File: config.mk
export PLATFORM = sky130hd
export DESIGN_NAME = io_intr_ctrl
export DESIGN_NICKNAME = d
export VERILOG_FILES = /design/src/rtl/io_intr_pkg.sv /design/src/rtl/io_intr_sync_edge.sv /design/src/rtl/io_intr_ctrl.sv
export SDC_FILE = /design/constraint.sdc
export NUM_CORES = 1
export LEC_CHECK = 0
export ABC_AREA = 1
export CAP_MARGIN = 20
export CORE_AREA = 2 2 79 81
export CTS_BUF_LIST = sky130_fd_sc_hd__clkbuf_4 sky130_fd_sc_hd__clkbuf_8
export CTS_CLUSTER_SIZE = 20
export DETAILED_ROUTE_END_ITERATION = 8
export DIE_AREA = 0 0 81 83
export PLACE_DENSITY = 0.81
export SYNTH_ARGS = -nofsm -noshare
export SYNTH_HDL_FRONTEND = slang
export SYNTH_SLANG_ARGS = --single-unit
File: constraint.sdc
create_clock -name sys_clk -period 1.4 [get_ports sys_clk]
set_input_delay 0.14 -clock sys_clk [delete_from_list [all_inputs] [get_ports sys_clk]]
set_output_delay 0.14 -clock sys_clk [all_outputs]
set_load 0.01 [all_outputs]
File: src/rtl/io_intr_pkg.sv
// Shared register map, FSM state encoding and constants for the I/O interrupt controller.
package io_intr_pkg;

    localparam logic [4:0] OFF_PEND   = 5'h00;
    localparam logic [4:0] OFF_MASK   = 5'h04;
    localparam logic [4:0] OFF_MODE   = 5'h08;
    localparam logic [4:0] OFF_VECTOR = 5'h0C;
    localparam logic [4:0] OFF_EOI    = 5'h10;

    typedef logic [1:0] state_t;
    localparam state_t ST_IDLE    = 2'd0;
    localparam state_t ST_REQ     = 2'd1;
    localparam state_t ST_SERVICE = 2'd2;

    // Channel ID reported when an acknowledge arrives with nothing to grant.
    localparam logic [4:0] SPURIOUS_ID = 5'h1F;

endpackage

File: src/rtl/io_intr_sync_edge.sv
// One interrupt source: 2-flop synchroniser followed by a previous-value flop
// that provides a single-cycle rise indication.
module io_intr_sync_edge (
    input  logic sys_clk,
    input  logic reset,
    input  logic src,
    output logic level,
    output logic rise
);

    logic meta_r;
    logic sync_r;
    logic prev_r;

    // Synchroniser chain and previous-value flop.
    always_ff @(posedge sys_clk or negedge reset) begin
        if (!reset) begin
            meta_r <= 1'b0;
            sync_r <= 1'b0;
            prev_r <= 1'b0;
        end else begin
            meta_r <= src;
            sync_r <= meta_r;
            prev_r <= sync_r;
        end
    end

    assign level = sync_r;
    assign rise  = sync_r & ~prev_r;

endmodule

File: src/rtl/io_intr_ctrl.sv
// Multi-channel interrupt controller on the I/O bus: per-channel mask and
// edge/level mode, fixed priority, single req/ack handshake with EOI close.
module io_intr_ctrl
    import io_intr_pkg::*;
#(
    parameter int                NUM_CH    = 8,
    parameter int                ADDR_W    = 12,
    parameter int                DATA_W    = 32,
    parameter logic [ADDR_W-1:0] BASE_ADDR = 12'hF00
) (
    input  logic              sys_clk,
    input  logic              reset,
    input  logic [NUM_CH-1:0] intr,
    input  logic [ADDR_W-1:0] Addr,
    input  logic [DATA_W-1:0] D_In,
    input  logic              IO_wr,
    input  logic              IO_rd,
    input  logic              intr_ack,
    output logic              intr_req,
    output logic [DATA_W-1:0] IO_D_Out
);

    logic [NUM_CH-1:0] sync_s;
    logic [NUM_CH-1:0] rise_s;
    logic [NUM_CH-1:0] pend_r;
    logic [NUM_CH-1:0] mask_r;
    logic [NUM_CH-1:0] mode_r;
    logic [NUM_CH-1:0] active_s;
    logic [NUM_CH-1:0] w1c_s;
    logic [NUM_CH-1:0] ack_clr_s;
    logic [NUM_CH-1:0] pend_nxt_s;
    state_t            state_r;
    state_t            state_nxt_s;
    logic              vec_valid_r;
    logic              vec_valid_nxt_s;
    logic [4:0]        vec_id_r;
    logic [4:0]        vec_id_nxt_s;
    logic [4:0]        winner_s;
    logic              ack_prev_r;
    logic              intr_req_r;
    logic              ack_rise_s;
    logic              any_s;
    logic              accept_s;
    logic              spurious_s;
    logic              hit_s;
    logic              wr_hit_s;
    logic              eoi_s;
    logic [DATA_W-1:0] rd_data_s;
    logic              unused_s;

    generate
        for (genvar i = 0; i < NUM_CH; i++) begin : g_ch
            io_intr_sync_edge u_sync (
                .sys_clk (sys_clk),
                .reset   (reset),
                .src     (intr[i]),
                .level   (sync_s[i]),
                .rise    (rise_s[i])
            );
        end
    endgenerate

    assign hit_s      = (Addr[ADDR_W-1:5] == BASE_ADDR[ADDR_W-1:5]);
    assign wr_hit_s   = IO_wr && hit_s;
    assign eoi_s      = wr_hit_s && (Addr[4:0] == OFF_EOI);
    assign w1c_s      = (wr_hit_s && (Addr[4:0] == OFF_PEND)) ? D_In[NUM_CH-1:0] : {NUM_CH{1'b0}};
    assign active_s   = pend_r & mask_r;
    assign any_s      = |active_s;
    assign ack_rise_s = intr_ack && !ack_prev_r;
    assign accept_s   = (state_r == ST_REQ) && ack_rise_s && any_s;
    assign spurious_s = ack_rise_s && !accept_s;
    assign unused_s   = ^D_In;

    // Fixed priority: scanning downward leaves the lowest active index.
    always_comb begin
        winner_s = 5'd0;
        for (int i = NUM_CH - 1; i >= 0; i--) begin
            winner_s = active_s[i] ? 5'(i) : winner_s;
        end
    end

    // Pending update; a new rise overrides both W1C and acknowledge clears.
    always_comb begin
        ack_clr_s  = {NUM_CH{1'b0}};
        pend_nxt_s = {NUM_CH{1'b0}};
        for (int i = 0; i < NUM_CH; i++) begin
            ack_clr_s[i]  = accept_s && (winner_s == 5'(i));
            pend_nxt_s[i] = mode_r[i] ? ((pend_r[i] & ~w1c_s[i] & ~ack_clr_s[i]) | rise_s[i])
                                      : sync_s[i];
        end
    end

    // Request/service handshake state machine.
    always_comb begin
        state_nxt_s     = state_r;
        vec_valid_nxt_s = vec_valid_r;
        vec_id_nxt_s    = vec_id_r;
        case (state_r)
            ST_IDLE: begin
                state_nxt_s = any_s ? ST_REQ : ST_IDLE;
            end
            ST_REQ: begin
                if (accept_s) begin
                    state_nxt_s     = ST_SERVICE;
                    vec_valid_nxt_s = 1'b1;
                    vec_id_nxt_s    = winner_s;
                end else if (!any_s) begin
                    state_nxt_s = ST_IDLE;
                end else begin
                    state_nxt_s = ST_REQ;
                end
            end
            ST_SERVICE: begin
                if (eoi_s) begin
                    state_nxt_s     = ST_IDLE;
                    vec_valid_nxt_s = 1'b0;
                end else begin
                    state_nxt_s = ST_SERVICE;
                end
            end
            default: begin
                state_nxt_s = ST_IDLE;
            end
        endcase
    end

    // State, vector and register file.
    always_ff @(posedge sys_clk or negedge reset) begin
        if (!reset) begin
            state_r     <= ST_IDLE;
            intr_req_r  <= 1'b0;
            ack_prev_r  <= 1'b0;
            pend_r      <= {NUM_CH{1'b0}};
            mask_r      <= {NUM_CH{1'b0}};
            mode_r      <= {NUM_CH{1'b1}};
            vec_valid_r <= 1'b0;
            vec_id_r    <= 5'd0;
        end else begin
            state_r     <= state_nxt_s;
            intr_req_r  <= (state_nxt_s == ST_REQ);
            ack_prev_r  <= intr_ack;
            pend_r      <= pend_nxt_s;
            vec_valid_r <= spurious_s ? 1'b0 : vec_valid_nxt_s;
            vec_id_r    <= spurious_s ? SPURIOUS_ID : vec_id_nxt_s;
            if (wr_hit_s && (Addr[4:0] == OFF_MASK)) begin
                mask_r <= D_In[NUM_CH-1:0];
            end
            if (wr_hit_s && (Addr[4:0] == OFF_MODE)) begin
                mode_r <= D_In[NUM_CH-1:0];
            end
        end
    end

    // Zero-latency read mux; misses and unused offsets return zero.
    always_comb begin
        rd_data_s = {DATA_W{1'b0}};
        if (IO_rd && hit_s) begin
            case (Addr[4:0])
                OFF_PEND:   rd_data_s[NUM_CH-1:0] = pend_r;
                OFF_MASK:   rd_data_s[NUM_CH-1:0] = mask_r;
                OFF_MODE:   rd_data_s[NUM_CH-1:0] = mode_r;
                OFF_VECTOR: begin
                    rd_data_s[31]  = vec_valid_r;
                    rd_data_s[4:0] = vec_id_r;
                end
                default:    rd_data_s = {DATA_W{1'b0}};
            endcase
        end else begin
            rd_data_s = {DATA_W{1'b0}};
        end
    end

    assign intr_req = intr_req_r;
    assign IO_D_Out = rd_data_s;

endmodule
## Yosys cells after proc, flatten, opt, wreduce, memory -nomap -nowiden

Index checks and enable logic that the tools add are counted.

- Flip-flop bits (word level): 58
- Input port bits: 57
- Word-level logic and storage cells: 167
- Output and inout bits: 33

- Reduce and logical (&&, ||, !) cells: 29
- Equality and inequality tests: 17
- Mux-type cells: 32
- Bitwise operators: 57

Operator list:

| operator | number |
|---|---|
| two-way mux 32 bit | 1 |
| AND 1 bit | 24 |
| two-way mux 3 bit | 8 |
| NOT 1 bit | 24 |
| one-hot mux 5 bit (4 select lines) | 1 |
| logical AND 1 bit | 18 |
| two-way mux 5 bit | 3 |
| two-way mux 1 bit | 13 |
| == test 3 bit (second input constant) | 4 |
| == test 5 x 4 -> 1 bit (second input constant) | 2 |
| logical NOT 5 bit | 2 |
| one-hot mux 3 bit (3 select lines) | 1 |
| AND 8 bit | 1 |
| two-way mux 8 bit | 1 |
| bitwise OR 1 bit | 8 |
| OR reduction 8 bit | 1 |
| == test 7 bit (second input constant) | 1 |
| == test 3 x 2 -> 1 bit (second input constant) | 2 |
| inequality test 3 bit (second input constant) | 2 |
| one-hot mux 2 bit (3 select lines) | 1 |
| == test 5 x 3 -> 1 bit (second input constant) | 1 |
| == test 5 bit (second input constant) | 1 |
| == test 2 x 1 -> 1 bit (second input constant) | 2 |
| two-way mux 2 bit | 2 |
| other kinds (9) | 11 |

## Logic depth before layout (Yosys ltp)

- Word-level depth: 15
- Gate-level depth with buffers: 12
- Depth with buffers taken out: 12

## Modules after synthesis

From an unflattened synthesis, not the netlist that was laid out.

- Cells, all modules: 299
- Area, all modules: 2798.9 um2

Modules (own cells, without submodules):

| module | instances | area each (um2) | sequential area each (um2) | cells an instance |
|---|---|---|---|---|
| io_intr_ctrl | 1 | 2118.3 | 835.8 | 259 |
| io_intr_sync_edge | 8 | 85.1 | 75.1 | 5 |

## Worst setup path after synthesis

OpenSTA, ideal clock, no wires.

- Path type: register to register
- Start point: register pend_r[0]
- End point: register pend_r[5]
- Library setup time: 0.116 ns
- Slack: 0.169 ns
- Path buffers: 0
- Data required time: 1.284 ns
- Stages on the path, launching flop included: 9
- Data arrival time: 1.114 ns
- Period minus slack after synthesis: 1.231 ns
- Path through: dfrtp_1 > nand2_2 > nand2_1 > nor2_1 > nand3b_1 > inv_1 > nand4_1 > nand2_1 > nand2_1

- Longest elaborated chain between the ends: 8
- Elaborated cells on any way between the ends: 10
- Classes of those cells: eq/ne: 1; mux: 2; bitwise: 4; reduce/logical: 3

RTL lines:

| element | RTL line | source |
|---|---|---|
| from (decl) | io_intr_ctrl.sv:25 | `logic [NUM_CH-1:0] pend_r;` |
| from (signal assigned) | io_intr_ctrl.sv:133 | `pend_r <= {NUM_CH{1'b0}};` |
| from (signal assigned) | io_intr_ctrl.sv:142 | `pend_r <= pend_nxt_s;` |
| AND 8 bit * | io_intr_ctrl.sv:67 | `assign active_s = pend_r & mask_r;` |
| two-way mux 3 bit / OR reduction 8 bit (equally long branches) | io_intr_ctrl.sv:78, io_intr_ctrl.sv:68 |  |
| == test 3 bit / logical AND 1 bit (equally long branches) | io_intr_ctrl.sv:87, io_intr_ctrl.sv:70 |  |
| logical AND 1 bit * | io_intr_ctrl.sv:87 | `ack_clr_s[i] = accept_s && (winner_s == 5'(i));` |
| NOT 1 bit * | io_intr_ctrl.sv:88 | `pend_nxt_s[i] = mode_r[i] ? ((pend_r[i] & ~w1c_s[i] & ~ack_clr_s[i]) \| rise_s[i])` |
| AND 1 bit * | io_intr_ctrl.sv:88 |  |
| bitwise OR 1 bit * | io_intr_ctrl.sv:88 |  |
| two-way mux 1 bit * | io_intr_ctrl.sv:88 |  |
| net pend_nxt_s[5] | io_intr_ctrl.sv:31 | `logic [NUM_CH-1:0] pend_nxt_s;` |

Mark *: on every way through the listed nets, which the timed path passes. The rest lies on a longest branch.
A chain may end at the register's enable or synchronous reset.

## Final worst setup path

- Start point: register pend_r[6]
- End point: register pend_r[7]

- Longest elaborated chain between the ends: 14
- Elaborated cells on any way between the ends: 16
- Classes of those cells: eq/ne: 1; mux: 8; bitwise: 4; reduce/logical: 3

RTL lines:

| element | RTL line | source |
|---|---|---|
| AND 8 bit * | io_intr_ctrl.sv:67 |  |
| two-way mux 3 bit (7 in series) | io_intr_ctrl.sv:78 | `winner_s = active_s[i] ? 5'(i) : winner_s;` |
| == test 3 bit | io_intr_ctrl.sv:87 |  |
| logical AND 1 bit * | io_intr_ctrl.sv:87 |  |
| NOT 1 bit * | io_intr_ctrl.sv:88 |  |
| AND 1 bit * | io_intr_ctrl.sv:88 |  |
| bitwise OR 1 bit * | io_intr_ctrl.sv:88 |  |
| two-way mux 1 bit * | io_intr_ctrl.sv:88 |  |
| net pend_nxt_s[7] | io_intr_ctrl.sv:31 |  |

Marked as above.

==> impl_metrics.toml <==
[place]
port_buffers = 42
dp_hpwl_mm = 4.28
dpl-instance-area_mm2 = 0.00336
numPlacedInstances = 434
place.gp.congestion = 0.829

[synth]
ys.flop_type = "dfrtp_1"
ys_types = 31
async_flop_share_pct = 100
synth_area_mm2 = 0.00270
yosysTopAreaCell = "dfrtp_1"
synth-edff-count = 0
yosys_register_bits = 57
netlist_instances = 287
yosysSeqAreaShare_pct = 53.3
synth.area.top_cells = "dfrtp_1 45%, nand2_1 12%, dfstp_2 7.8%, buf_4 6.4%, a21oi_1 3.9%"
avgSynthCellArea_um2 = 9.39
ys_warn_count = 0
synth_largest_type_area_fraction_pct = 45.5

[die]
start_util_pct = 46.4
die_x_um = 81
rows = 28
dieArea_mm2 = 0.00672
pin_count = 90
core_mm2 = 0.00582
die_h_um = 83

[global_route]
grt_pass1_wl_mm = 10.1
first_global_vias = 2263
antenna_found_initial = 0
track_usage_pct = 19.7
overflow = 0
grt_max_degree = 58

[critical_path]
crit_start = "pend_r[6]"
worst_setup_path_start_kind = "flop"
end_kind = "flop"
critPathCapture = "pend_r[7]"
r2r-end = "pend_r[7]"
cp.arrival_ps = 1800
reg2reg_depth = 11
reg2reg_setup_slack_ps = -160
cp_max_fo = 4
critical_path_required_ps = 1640
cp_slowest_stage_delay_ps = 410
path_cells = "nand2_1 -> nand2_1 -> nand2_1 -> nand2_1 -> nand2_1 -> nand2_1 -> nand2_2 -> buf_6 -> nand4_1 -> nand2_1 -> nand2_1"
reg2reg_from = "pend_r[6]"
crit_top_cell = "nand2_1"
crit_type = "flop to flop"
cpMaxStageDelayCell = "dfrtp_1"

[finish]
instances_no_fill = 472
area_growth_pct = 43.7
post-route-cell-area_mm2 = 0.00387
layout.cells.most_common_list = "72 x nand2_1, 49 x dfrtp_1, 47 x buf_4, 23 x conb_1, 19 x clkdlybuf4s50_1"
fin_nets = 449
num_antenna_cells = 0
utilization_pct = 66.6
drive_gt1_share_pct = 42.6
mostFrequentLayoutCell = "nand2_1"

[sta]
hold_viol = 0
setup_viol = 16
drv_slew = 0
rsz0062_at_grt = "true"
fin_crit_sh_pct = 111
finClkSkew_ps = 9.71
fin_ws_ps = -157
fin_crit_ps = 1560
max_freq_mhz = 642

[clocking]
root_buffer = "clkbuf_8"
cts_buffer_depth = 2
cts.sinks = 57
clk_latency_ps = 350
cts_tree = "done"
clkTransAtPathRegs_ps = 70
htreeDepth = 3
numCtsBuffers = 9

[run]
cap_violations = 0

[detailed_routing]
vias = 2362
via_per_inst = 5.00
wl_per_cell_um = 14.8
drt_drc_violations_left = 0
wirelength_mm = 6.99
drtIter0Drc = 112
ant_nets = 0
drtPass1Iterations = 4

[outcome]
outcome = "finished, violations left"
violations = "setup timing"

[power]
design_power_total_mw = 4.52
ir_worst_vdd_v = 0.000826
leakage_nw = 1.95
p_per_area_mw_per_mm2 = 1170

[min_path]
hold_path_class = "input pin to flop"
sequential cells by signal, summed over array words and instances, names as in the netlist, 2 cells and up:
signal,flops
g_ch.u_sync.level,8
g_ch.u_sync.meta_r,8
g_ch.u_sync.prev_r,8
mask_r,8
mode_r,8
pend_r,8
state_r,2
vec_id_r,4
critical path: cells and delay by family (launching register included):
kind,cells,cell delay [ps]
buffers and inverters,1,120
DFF,1,410
and+or+nand+nor,10,900
power breakdown:
part | total (mW) | internal, mW | switching [mW]
combinational | 0.974 | 0.416 | 0.558
sequential | 1.90 | 1.80 | 0.103
clock | 1.65 | 1.00 | 0.643
stage by stage:
stage	hold slack [ps]	TNS, ps	setup slack, ps
floorplan	-156	0	169
global placement	160	-13900	-756
detailed placement	164	-15300	-804
CTS	181	-874	-150
global route	229	-2610	-196
finish	187	-1660	-157
worst min path at each step:
stage	cells past startpoint	slack, ps	start	end
5_1_grt	1	230	intr[0]	g_ch[0].u_sync.meta_r
3_5_place_dp	2	160	reset	g_ch[3].u_sync.level
2_1_floorplan	0	-160	reset	ack_prev_r
3_3_place_gp	2	160	reset	g_ch[5].u_sync.meta_r
6_report	4	190	Addr[4]	state_r[1]
4_1_cts	4	180	Addr[4]	state_r[1]
routing by layer:
| layer | up-vias | share of wire (%) | global-route usage (%) |
|---|---|---|---|
| met5 | - | 0 | 0 |
| met4 | 0 | 3.9 | 8.47 |
| met3 | 28 | 8.0 | 5.98 |
| met2 | 111 | 51 | 33.3 |
| met1 | 1130 | 37 | 22.8 |
| li1 | 1093 | - | - |
final cells by class:
class | instances | area, µm²
Sequential cell | 57 | 1440
Clock buffer | 14 | 180
Multi-Input combinational cell | 202 | 1250
Inverter | 27 | 109
Clock inverter | 2 | 35.0
Tap cell | 75 | 93.8
Fill cell | 434 | 1940
Timing Repair Buffer | 95 | 769
cells by family (layout without fill, tap and decap cells):
family	Yosys count	in the layout	synth area share [%]
muxes	9	9	4.73
DFF	57	57	53.3
AOI/OAI and AO/OA	41	41	8.31
other	1	23	0.139
and+or+nand+nor	128	129	23.0
buffers and inverters	51	138	10.6
repair_timing:
| action | 4_1_cts | 5_1_grt |
|---|---|---|
| setup endpoints to repair | 22 | 35 |
| pin swaps | 23 | 31 |
| setup buffers | 12 | 9 |
| hold buffers | 1 | 0 |
| gates cloned | 0 | 1 |
| endpoints found under the hold margin | 49 | 0 |
| resized for setup | 93 | 44 |
cells in the mapped netlist (all sizes together), types with 4 or more instances:
master and number:
nand2 90, dfrtp 49, inv 27, buf 24, a21oi 22, nor2 19, o21ai 10, mux2 9
dfstp 8, nand3 8, nand4 6, o22ai 4
(Power assumes the default switching activity.)
